<file path="src/rtl/if_fetch.sv">
`timescale 1ns/1ps
`default_nettype none
// ============================================================================
// Module      : if_fetch
// Description : Instruction fetch unit with a credit-limited request stream,
//               an in-order address queue and a small instruction buffer.
// Revision    : 1.0 - initial release
// ============================================================================
module if_fetch #(
    parameter int BUF_DEPTH = 2
) (
    input  logic        clk,
    input  logic        rst,
    input  logic [31:0] pc,
    output logic [31:0] pc_next,
    output logic        pc_ena,
    output logic        imem_req,
    output logic [31:0] imem_addr,
    input  logic        imem_gnt,
    input  logic        imem_rvalid,
    input  logic [31:0] imem_rdata,
    input  logic        redirect,
    input  logic [31:0] redirect_pc,
    output logic        id_valid,
    output logic [31:0] id_instr,
    output logic [31:0] id_pc,
    input  logic        id_ready
);

    localparam int            PW     = $clog2(BUF_DEPTH);
    localparam int            CW     = 3;
    localparam logic [CW-1:0] c_depth = CW'(BUF_DEPTH);
    localparam logic [PW-1:0] c_last  = PW'(BUF_DEPTH - 1);

    logic [CW-1:0] r_fifo_cnt;
    logic [CW-1:0] r_live;
    logic [CW-1:0] r_discard;
    logic [PW-1:0] r_wr_ptr;
    logic [PW-1:0] r_rd_ptr;
    logic [PW-1:0] r_q_wr_ptr;
    logic [PW-1:0] r_q_rd_ptr;
    logic [31:0]   r_buf_instr [BUF_DEPTH];
    logic [31:0]   r_buf_pc    [BUF_DEPTH];
    logic [31:0]   r_q_addr    [BUF_DEPTH];

    logic [CW:0]   w_inflight;
    logic          w_grant;
    logic          w_push;
    logic          w_pop;
    logic          w_drop;
    logic          w_rsp_any;

    function automatic logic [PW-1:0] f_inc(input logic [PW-1:0] p);
        return (p == c_last) ? '0 : p + PW'(1);
    endfunction

    // Every slot in flight or buffered consumes a credit, so a push never overflows.
    assign w_inflight = {1'b0, r_live} + {1'b0, r_discard} + {1'b0, r_fifo_cnt};
    assign imem_req   = rst & ~redirect & (w_inflight < {1'b0, c_depth});
    assign imem_addr  = pc;
    assign w_grant    = imem_req & imem_gnt;
    assign pc_ena     = rst & (redirect | w_grant);

    assign w_rsp_any  = imem_rvalid & ((r_discard != '0) | (r_live != '0));
    assign w_drop     = imem_rvalid & (r_discard != '0);
    assign w_push     = imem_rvalid & (r_discard == '0) & (r_live != '0);

    assign id_valid   = (r_fifo_cnt != '0);
    assign w_pop      = id_valid & id_ready;
    assign id_instr   = id_valid ? r_buf_instr[r_rd_ptr] : '0;
    assign id_pc      = id_valid ? r_buf_pc[r_rd_ptr]    : '0;

    always_comb begin
        pc_next = pc;
        if (redirect) begin
            pc_next = redirect_pc;
        end else if (w_grant) begin
            pc_next = pc + 32'd4;
        end
    end

    always_ff @(posedge clk or negedge rst) begin
        if (!rst) begin
            r_fifo_cnt <= '0;
            r_live     <= '0;
            r_discard  <= '0;
            r_wr_ptr   <= '0;
            r_rd_ptr   <= '0;
            r_q_wr_ptr <= '0;
            r_q_rd_ptr <= '0;
            for (int i = 0; i < BUF_DEPTH; i++) begin
                r_buf_instr[i] <= '0;
                r_buf_pc[i]    <= '0;
                r_q_addr[i]    <= '0;
            end
        end else if (redirect) begin
            // A response landing now is charged to the old stream and dropped.
            r_discard  <= r_discard + r_live - CW'(w_rsp_any);
            r_live     <= '0;
            r_fifo_cnt <= '0;
            r_wr_ptr   <= '0;
            r_rd_ptr   <= '0;
            r_q_wr_ptr <= '0;
            r_q_rd_ptr <= '0;
        end else begin
            if (w_grant) begin
                r_q_addr[r_q_wr_ptr] <= pc;
                r_q_wr_ptr           <= f_inc(r_q_wr_ptr);
            end
            if (w_push) begin
                r_buf_instr[r_wr_ptr] <= imem_rdata;
                r_buf_pc[r_wr_ptr]    <= r_q_addr[r_q_rd_ptr];
                r_wr_ptr              <= f_inc(r_wr_ptr);
                r_q_rd_ptr            <= f_inc(r_q_rd_ptr);
            end
            if (w_pop) begin
                r_rd_ptr <= f_inc(r_rd_ptr);
            end
            if (w_drop) begin
                r_discard <= r_discard - CW'(1);
            end
            r_live <= r_live + CW'(w_grant) - CW'(w_push);
            case ({w_push, w_pop})
                2'b10:   r_fifo_cnt <= r_fifo_cnt + CW'(1);
                2'b01:   r_fifo_cnt <= r_fifo_cnt - CW'(1);
                default: r_fifo_cnt <= r_fifo_cnt;
            endcase
        end
    end

endmodule
`default_nettype wire

</file>
<file path="config.mk">
export PLATFORM = sky130hd
export DESIGN_NAME = if_fetch
export DESIGN_NICKNAME = d
export VERILOG_FILES = /design/src/rtl/if_fetch.sv
export SDC_FILE = /design/constraint.sdc
export NUM_CORES = 1
export LEC_CHECK = 0
export CAP_MARGIN = 20
export CORE_MARGIN = 2
export CORE_UTILIZATION = 46
export CTS_CLUSTER_DIAMETER = 200
export DETAILED_ROUTE_END_ITERATION = 7
export PLACE_DENSITY = 0.77
export RECOVER_POWER = 25
export SYNTH_ARGS = -nofsm -noshare
export SYNTH_HDL_FRONTEND = slang
export SYNTH_SLANG_ARGS = --single-unit
</file>
<file path="constraint.sdc">
create_clock -name clk -period 3.68 [get_ports clk]
set_input_delay 0.552 -clock clk [delete_from_list [all_inputs] [get_ports clk]]
set_output_delay 0.552 -clock clk [all_outputs]
set_load 0.1 [all_outputs]
</file>
# Yosys cells after proc, flatten, opt, wreduce, memory -nomap -nowiden
# Cells that the tools add are included.
[word_totals]
regBits = 205
in_bits = 102
output_inout_bits = 131
word_cells = 102
[op_classes]
add_sub_neg = 14
magnitude_cmp = 7
n_eq_ne = 2
muxes = 37
n_bitwise = 16
n_reduce_logical = 13
[op_table]
columns = ["op", "n"]
rows = [
  ["$mux 32", 15],
  ["$bwmux 64", 3],
  ["$demux 32 s1", 2],
  ["$add 32x3->32 const B", 1],
  ["$mux 1", 12],
  ["$mux 3", 4],
  ["$reduce_bool 3->1", 4],
  ["$and 1x1->1", 9],
  ["$ge 2x2->1 const B", 4],
  ["$not 1->2", 4],
  ["$reduce_bool 2->1", 4],
  ["$pmux 3 s2", 1],
  ["$sub 3x1->3", 2],
  ["$sub 3x1->3 const B", 2],
  ["$add 1x1->1 const B", 4],
  ["$add 3x3->4", 1],
  ["$add 4x3->4", 1],
  ["$lt 2x1->1 const B", 2],
  ["$lt 4x2->1 const B", 1],
  ["$reduce_and 2->1", 2],
  ["$add 3x1->3", 1],
  ["$add 3x1->3 const B", 1],
  ["$add 3x3->3", 1],
  ["$logic_not 3->1", 1],
  ["5 further kinds", 7],
]

# Logic depth before layout (Yosys ltp)
# Gate-level depths: netlist (run 1).
[depth]
depth_word = 8
ltp_mapped = 19
ltp_nobuf = 16

# Worst setup path after synthesis (run 1)
# OpenSTA, ideal clock, no wires.
[synth_timing]
path_type = "flip-flop to output port"
startpoint = "register r_live[1]"
endpoint = "output port pc_next[17]"
arrival_ns = 4.767
required_ns = 3.128
path_slack_ns = -1.639
path_stages_with_launch = 14
n_path_buf = 2
path_cell_list = "dfrtp_1 -> inv_1 -> fa_1 -> inv_1 -> ha_1 -> inv_1 -> fa_1 -> and4bb_1 -> and3_1 -> buf_4 -> inv_2 -> buf_6 -> nor2_1 -> a211oi_1"
[synth_via]
elab_chain_cells = 7
[synth_rtl]
columns = ["item", "line", "rtl"]
rows = [
  ["from (decl)", "36", "logic [CW-1:0] r_live;"],
  ["from (signal assigned)", "122", "r_live <= r_live + CW'(w_grant) - CW'(w_push);"],
  ["$add 3x3->4", "58", "assign w_inflight = {1'b0, r_live} + {1'b0, r_discard} + {1'b0, r_fifo_cnt};"],
  ["$add 4x3->4", "58", ""],
  ["$lt 4x2->1", "59", "assign imem_req = rst & ~redirect & (w_inflight < {1'b0, c_depth});"],
  ["$and 1x1->1", "59", ""],
  ["$and 1x1->1", "61", "assign w_grant = imem_req & imem_gnt;"],
  ["$mux 32", "77", "end else if (w_grant) begin"],
  ["$mux 32", "75", "if (redirect) begin"],
  ["to (decl)", "15", "output logic [31:0] pc_next,"],
]
# No other way between the ends.

# Final worst setup path (run 1)
[layout_timing]
startpoint = "register r_fifo_cnt[1]"
endpoint = "output port pc_next[22]"
[layout_via]
elab_chain_cells = 6
[layout_rtl]
columns = ["item", "line", "rtl"]
rows = [
  ["from (decl)", "35", "logic [CW-1:0] r_fifo_cnt;"],
  ["from (signal assigned)", "124", "2'b10: r_fifo_cnt <= r_fifo_cnt + CW'(1);"],
  ["from (signal assigned)", "125", "2'b01: r_fifo_cnt <= r_fifo_cnt - CW'(1);"],
  ["from (signal assigned)", "126", "default: r_fifo_cnt <= r_fifo_cnt;"],
  ["$add 4x3->4", "58", ""],
  ["$lt 4x2->1", "59", ""],
  ["$and 1x1->1", "59", ""],
  ["$and 1x1->1", "61", ""],
  ["$mux 32", "77", ""],
  ["$mux 32", "75", ""],
]
# No other way between the ends.

==> impl_metrics.toml, run 1 <==
[status]
status = "finished with violations"
violations = "capacitance limit, slew limit, setup timing"

[routing]
num_vias = 8454
postRouteAntennaNets = 0
avgRoutedWirePerCell_um = 18.85
first_iter_violations = 464
drc = 0
finalWirelength_um = 28770
first_pass_iters = 5
via_per_inst = 5.540

[cells_and_area]
drive_gt1_share_pct = 35.62
area_growth_pct = 38.21
final_common_cell = "dfrtp_1"
final_cell_area_mm2 = 0.01473
fillers = 1761
final_cell_mix = "203 x dfrtp_1, 158 x nor2_1, 157 x buf_4"
diodes = 0
layout.cells.non_filler = 1526
final_nets = 1345

[critical_path]
path_class = "reg2out"
rrSetupSlack_ns = -0.02
startpoint_type = "flip-flop"
crit_path_end_kind = "primary output"
worst-path-max-fanout = 7
r2r-start = "r_fifo_cnt[1]"
worstPathRequired_ns = 3.13
critPathLaunch = "r_fifo_cnt[1]"
worst_ep_arrival_time_ns = 3.76

[synth]
synth_ff_type = "dfrtp_1"
netlist_area_mm2 = 0.01066
synth_edf_count = 0
synth_xor_area_share_pct = 1.068
synth_mux_area_share_pct = 23.05
yosysWarnings = 0
synth.top_cell.area_share_pct = 48.13
synthArstFlopShare_pct = 100.0
synth_compound_area_share_pct = 7.678
yosys-top-cells-area = "dfrtp_1 48%, mux2_2 14%, mux2i_1 9.2%, nor2_1 5.6%, a21oi_1 3.3%"
synth_fa_ha_area_share_pct = 2.301
synth_top_family_by_area = "multiplexers"
synthSimpleGateAreaFrac_pct = 12.22
ys_ff_latch = 205
synth-seq-area-share_pct = 48.13
synth_area_per_cell_um2 = 10.70
synth_largest_area_cell = "dfrtp_1"
ys_types = 52
syn_nets = 1114
syn_inst = 996

[floorplanning]
boundaryPins = 233
fp-row-count = 55
chipWidth_um = 156.2
die_y_um = 156.2
dieArea_mm2 = 0.02440
fp.coreArea_mm2 = 0.02271
initial_utilization_pct = 46.93

[power_and_ir_drop]
ir_drop_uv = 386.0
leakagePower_uw = 0.006569
pwr_density_cell_mw_per_mm2 = 566.5

[place]
placement.cell_area_mm2 = 0.01381
portBuffers = 232
hpwl_um = 20160
routabilityCongestion = 0.8646
dp_cells = 1483

[job]
maxCapViolations = 1

[timing]
max_freq_mhz = 231.7
fin_skew_ns = 0.01005
setup_violations = 32
hold_viol = 0
tightest_slew_ns = 1.562
fin_crit_sh_pct = 117.3
layout_setup_ws_ns = -0.6364
finalMaxSlewViolations = 63
fin_crit_ns = 4.316
holdWs_ns = 0.3204
maxSlewHeadroom_pct = -4.145
rsz0062_at_grt = "true"

[clock_tree]
ctsLongestPathBuffers = 3
tritoncts = "built"
root_buffer = "clkbuf_16"
cts_hold_buf = 0
cts.sink_count = 205
cts_buffers = 21
h-tree-depth = 1
clk_pin_slew_worst_paths_ns = 0.06
clk_latency_ns = 0.49

[hold_path]
hold_class = "in2async"

[grt]
grt_pass1_wl_um = 45020
grtUsageTotal_pct = 23.32
antenna_found_initial = 0
grt_pass1_vias = 8464
grt_max_degree = 97
overflow = 0
[cells by family after synthesis]
kind of cell,Yosys count
flip-flops,205
adder cells (fa/ha/maj),16
AND/OR/NAND/NOR,278
XOR/XNOR,13
AO/OA/AOI/OAI,138
multiplexers,229
buffers and inverters,117
[report_power, final]
| group | switching, uW | leakage (uW) | total [uW] | internal, uW |
|---|---|---|---|---|
| sequential | 311 | 0.00279 | 3020 | 2710 |
| clock | 865 | 0.000370 | 2240 | 1380 |
| combinational | 1890 | 0.00341 | 3080 | 1190 |
| total | 3070 | 0.00657 | 8340 | 5280 |
[worst max-delay path, cell delays in order (launching register included)]
cell and delay (ns):
dfrtp_1 0.36, inv_2 0.05, fa_1 0.47, inv_1 0.07
ha_1 0.14, inv_1 0.05, fa_1 0.51, nand4bb_1 0.15
or4_4 0.56, or4_4 0.51, a31oi_4 0.21, buf_12 0.20
[through the flow]
step           setup WS [ns]  util [%]  power (uW)  TNS, ns
6_report             -0.6364     64.87        8344   -12.54
5_1_grt              -0.7865     64.87        8761   -17.64
4_1_cts              -0.6367     64.52        8387   -10.72
3_5_place_dp         -0.2075     60.81        6101   -1.285
3_3_place_gp         -0.1926     60.81        6013  -0.7769
2_1_floorplan        -0.3908         -        5123   -4.522
[sequential cells by signal, indices dropped and copies added (netlist names)]
| name | flops |
|---|---|
| r_buf_instr | 64 |
| r_buf_pc | 64 |
| r_discard | 3 |
| r_fifo_cnt | 3 |
| r_live | 3 |
| r_q_addr | 64 |
| r_q_rd_ptr | 1 |
| r_q_wr_ptr | 1 |
| r_rd_ptr | 1 |
| r_wr_ptr | 1 |
[metal layers]
layer,vias to the layer above,routed length [um],global-route usage (%)
li1,3957,-,-
met4,0,723,6.422
met1,4167,12600,31.65
met3,53,2221,6.065
met2,277,13220,37.29
met5,-,0,0
[final cells by class]
cell class	instances	area [um^2]	area share, %
Timing Repair inverter	1	8.758	0.05946
Sequential cell	205	5135	34.86
Tap cell	285	356.6	2.421
Multi-Input combinational cell	674	5399	36.65
Clock inverter	9	123.9	0.8409
Clock buffer	28	611.8	4.154
Inverter	22	95.09	0.6455
Timing Repair Buffer	302	3000	20.37
[synthesized netlist by cell type, types with 2 or more instances]
cell      count
dfrtp_1     205
nor2_1      160
mux2_2      131
mux2i_1      98
a21oi_1      70
clkbuf_1     34
buf_4        33
nand2_1      21
inv_1        20
o21ai_0      17
a31oi_1      16
nand3_1      16
nand4_1      16
or4_1        16
buf_1        15
o31ai_1      12
buf_2        11
ha_1         10
nor2b_1       9
nor3_1        9
xnor2_1       9
fa_1          6
or3_1         6
a22o_1        5
nor4_1        5
and3_1        4
and4_1        4
xor2_1        4
o31a_1        3
a211oi_1      2
a21o_1        2
a221o_1       2
and2_1        2
buf_6         2
nand2b_1      2
o21a_1        2
or2_2         2
[worst paths after layout]
check	end	cells after the start
min	r_q_wr_ptr	2
min reg2reg	r_q_addr[18]	1
max in group asynchronous	r_rd_ptr	3
max reg2reg	r_live[2]	18
max	pc_next[22]	11
min in group clk	r_q_addr[18]	1
[repair_timing]
action	4_1_cts	5_1_grt
pin swaps	11	14
resized for setup	27	12
buffers inserted	3	1
endpoints found under the setup margin	31	33
cloned	0	1
(Power assumes the default switching activity.)
==> inputs of run 2 (changes only) <==
--- a/config.mk
+++ b/config.mk
@@ -6,6 +6,7 @@
 export NUM_CORES = 1
 export LEC_CHECK = 0
 export CAP_MARGIN = 20
+export CORE_ASPECT_RATIO = 0.7
 export CORE_MARGIN = 2
 export CORE_UTILIZATION = 46
 export CTS_CLUSTER_DIAMETER = 200
==> run 2 against run 1 <==
  * The flow still finishes with violations (capacitance limit, slew limit, setup timing)
  * Clock skew rose by 0.0057 ns
  * Cell count rose by 2.0%
  * Non-clock buffer count rose by 5
  * Die area barely moved
  * Register-to-register slack improved by 0.12 ns
==> impl_metrics.toml, run 2 (synthesis gave the netlist of run 1 again) <==
[clock_tree]
tritoncts = "built"
cts.sink_count = 205
clk_pin_slew_worst_paths_ns = 0.06
cts_buffers = 20
ctsLongestPathBuffers = 3
root_buffer = "clkbuf_16"
clk_latency_ns = 0.49
h-tree-depth = 1

[timing]
holdWs_ns = 0.4355
fin_crit_ns = 4.305
max_freq_mhz = 232.3
setup_violations = 51
hold_viol = 0
fin_crit_sh_pct = 117.0
maxSlewHeadroom_pct = -42.19
finalMaxSlewViolations = 144
rsz0062_at_grt = "true"
tns_ns = -16.31
fin_skew_ns = 0.01572
layout_setup_ws_ns = -0.6255
tightest_slew_ns = 2.133

[critical_path]
r2r-start = "r_fifo_cnt[1]"
critPathLaunch = "r_fifo_cnt[1]"
startpoint_type = "flip-flop"
path_class = "reg2out"
crit_path_end_kind = "primary output"
worst-path-max-fanout = 4
worstRegToRegCells = 18
worst_ep_arrival_time_ns = 3.75
worstPathRequired_ns = 3.13
r2r-end = "r_live[2]"
rrSetupSlack_ns = 0.10

[cells_and_area]
final_cell_mix = "203 x dfrtp_1, 158 x nor2_1, 131 x mux2_2"
layout.cells.non_filler = 1556
drive_gt1_share_pct = 32.07
final_util_pct = 64.39
final_common_cell = "dfrtp_1"
area_growth_pct = 37.00
diodes = 0
final_cell_area_mm2 = 0.01460
reg.largest.list = "r_buf_instr (64), r_buf_pc (64), r_q_addr (64)"
final_nets = 1349

[power_and_ir_drop]
pwr_density_cell_mw_per_mm2 = 559.1
leakagePower_uw = 0.006419
ir_drop_uv = 328.5

[floorplanning]
fp.coreArea_mm2 = 0.02268
die_y_um = 131.4
chipWidth_um = 185.9
dieArea_mm2 = 0.02442
initial_utilization_pct = 47.00
fp-row-count = 46
boundaryPins = 233

[place]
hpwl_um = 20010
dp_cells = 1503
portBuffers = 232
placement.cell_area_mm2 = 0.01380
routabilityCongestion = 0.7969

[grt]
grtUsageTotal_pct = 23.23
grt_pass1_vias = 8462
use_met1_pct = 33.55
met3_usage_pct = 4.130
antenna_found_initial = 0
grt_pass1_wl_um = 45400
grt.busiest_layer = "met2"
overflow = 0
grt_max_degree = 153
met2_usage_pct = 37.57

[routing]
drc = 0
avgRoutedWirePerCell_um = 18.51
first_pass_iters = 5
finalWirelength_um = 28800
first_iter_violations = 543
postRouteAntennaNets = 0
num_vias = 8499
via_per_inst = 5.462

[status]
violations = "capacitance limit, slew limit, setup timing"
status = "finished with violations"

[job]
maxCapViolations = 2

[hold_path]
hold_class = "in2async"
[run 2: changes by cell type in the layout (fill, tap and decap cells not counted), sizes merged]
cell           previous run  this run
clkdlybuf4s50            99       111
clkinv                    6         5
bufinv                    3         2
buf                     199       161
dlygate4sd3               0         1
clkbuf                   32        62
[run 2: how the worst max path moves through the flow]
stage | end | slack, ns | cells after the start
final | pc_next[22] | -0.63 | 11
after detailed placement | pc_next[22] | -0.23 | 11
after floorplan | pc_next[16] | -0.39 | 13
after CTS | pc_next[22] | -0.65 | 11
after global routing | pc_next[22] | -0.73 | 11
after global placement | pc_next[29] | -0.16 | 11
[run 2: worst max-delay path, stage by stage, from the launching register on]
cell	delay (ns)
dfrtp_1	0.36
inv_2	0.05
fa_1	0.47
inv_1	0.07
ha_1	0.14
inv_1	0.05
fa_1	0.49
nand4bb_1	0.15
or4_4	0.56
or4_4	0.52
a31oi_4	0.20
buf_12	0.19
[run 2: area by class of cell]
type / instances / area (um^2)
multi-input combinational: 674 / 5358
tap: 312 / 390.4
timing repair inverter: 1 / 6.256
sequential: 205 / 5135
fill: 1802 / 8075
inverter: 22 / 90.09
clock inverter: 7 / 85.08
timing repair buffer: 307 / 2945
clock buffer: 28 / 591.8
[run 2: what timing repair did]
action,4_1_cts,5_1_grt
setup buffers,11,6
gates resized for setup,30,8
endpoints found under the setup margin,31,34
pin swaps,21,12
gates cloned,1,0
hold buffers,1,0
endpoints found under the hold margin,1,0
[run 2: power breakdown]
part	switching, uW	internal, uW
logic	1910	1170
clock network	832	1260
registers	274	2710
[run 2: per-layer routing]
layer	wire, um	vias up
met1	12920	4259
li1	-	3956
met4	304	0
met5	0	-
met3	1786	35
met2	13790	249
[run 2: stage by stage]
step / power (uW) / setup slack (ns)
after global routing: 8578 / -0.7306
after CTS: 8216 / -0.6487
final: 8164 / -0.6255
after detailed placement: 6065 / -0.2337
after floorplan: 5123 / -0.3908
after global placement: 5979 / -0.1555
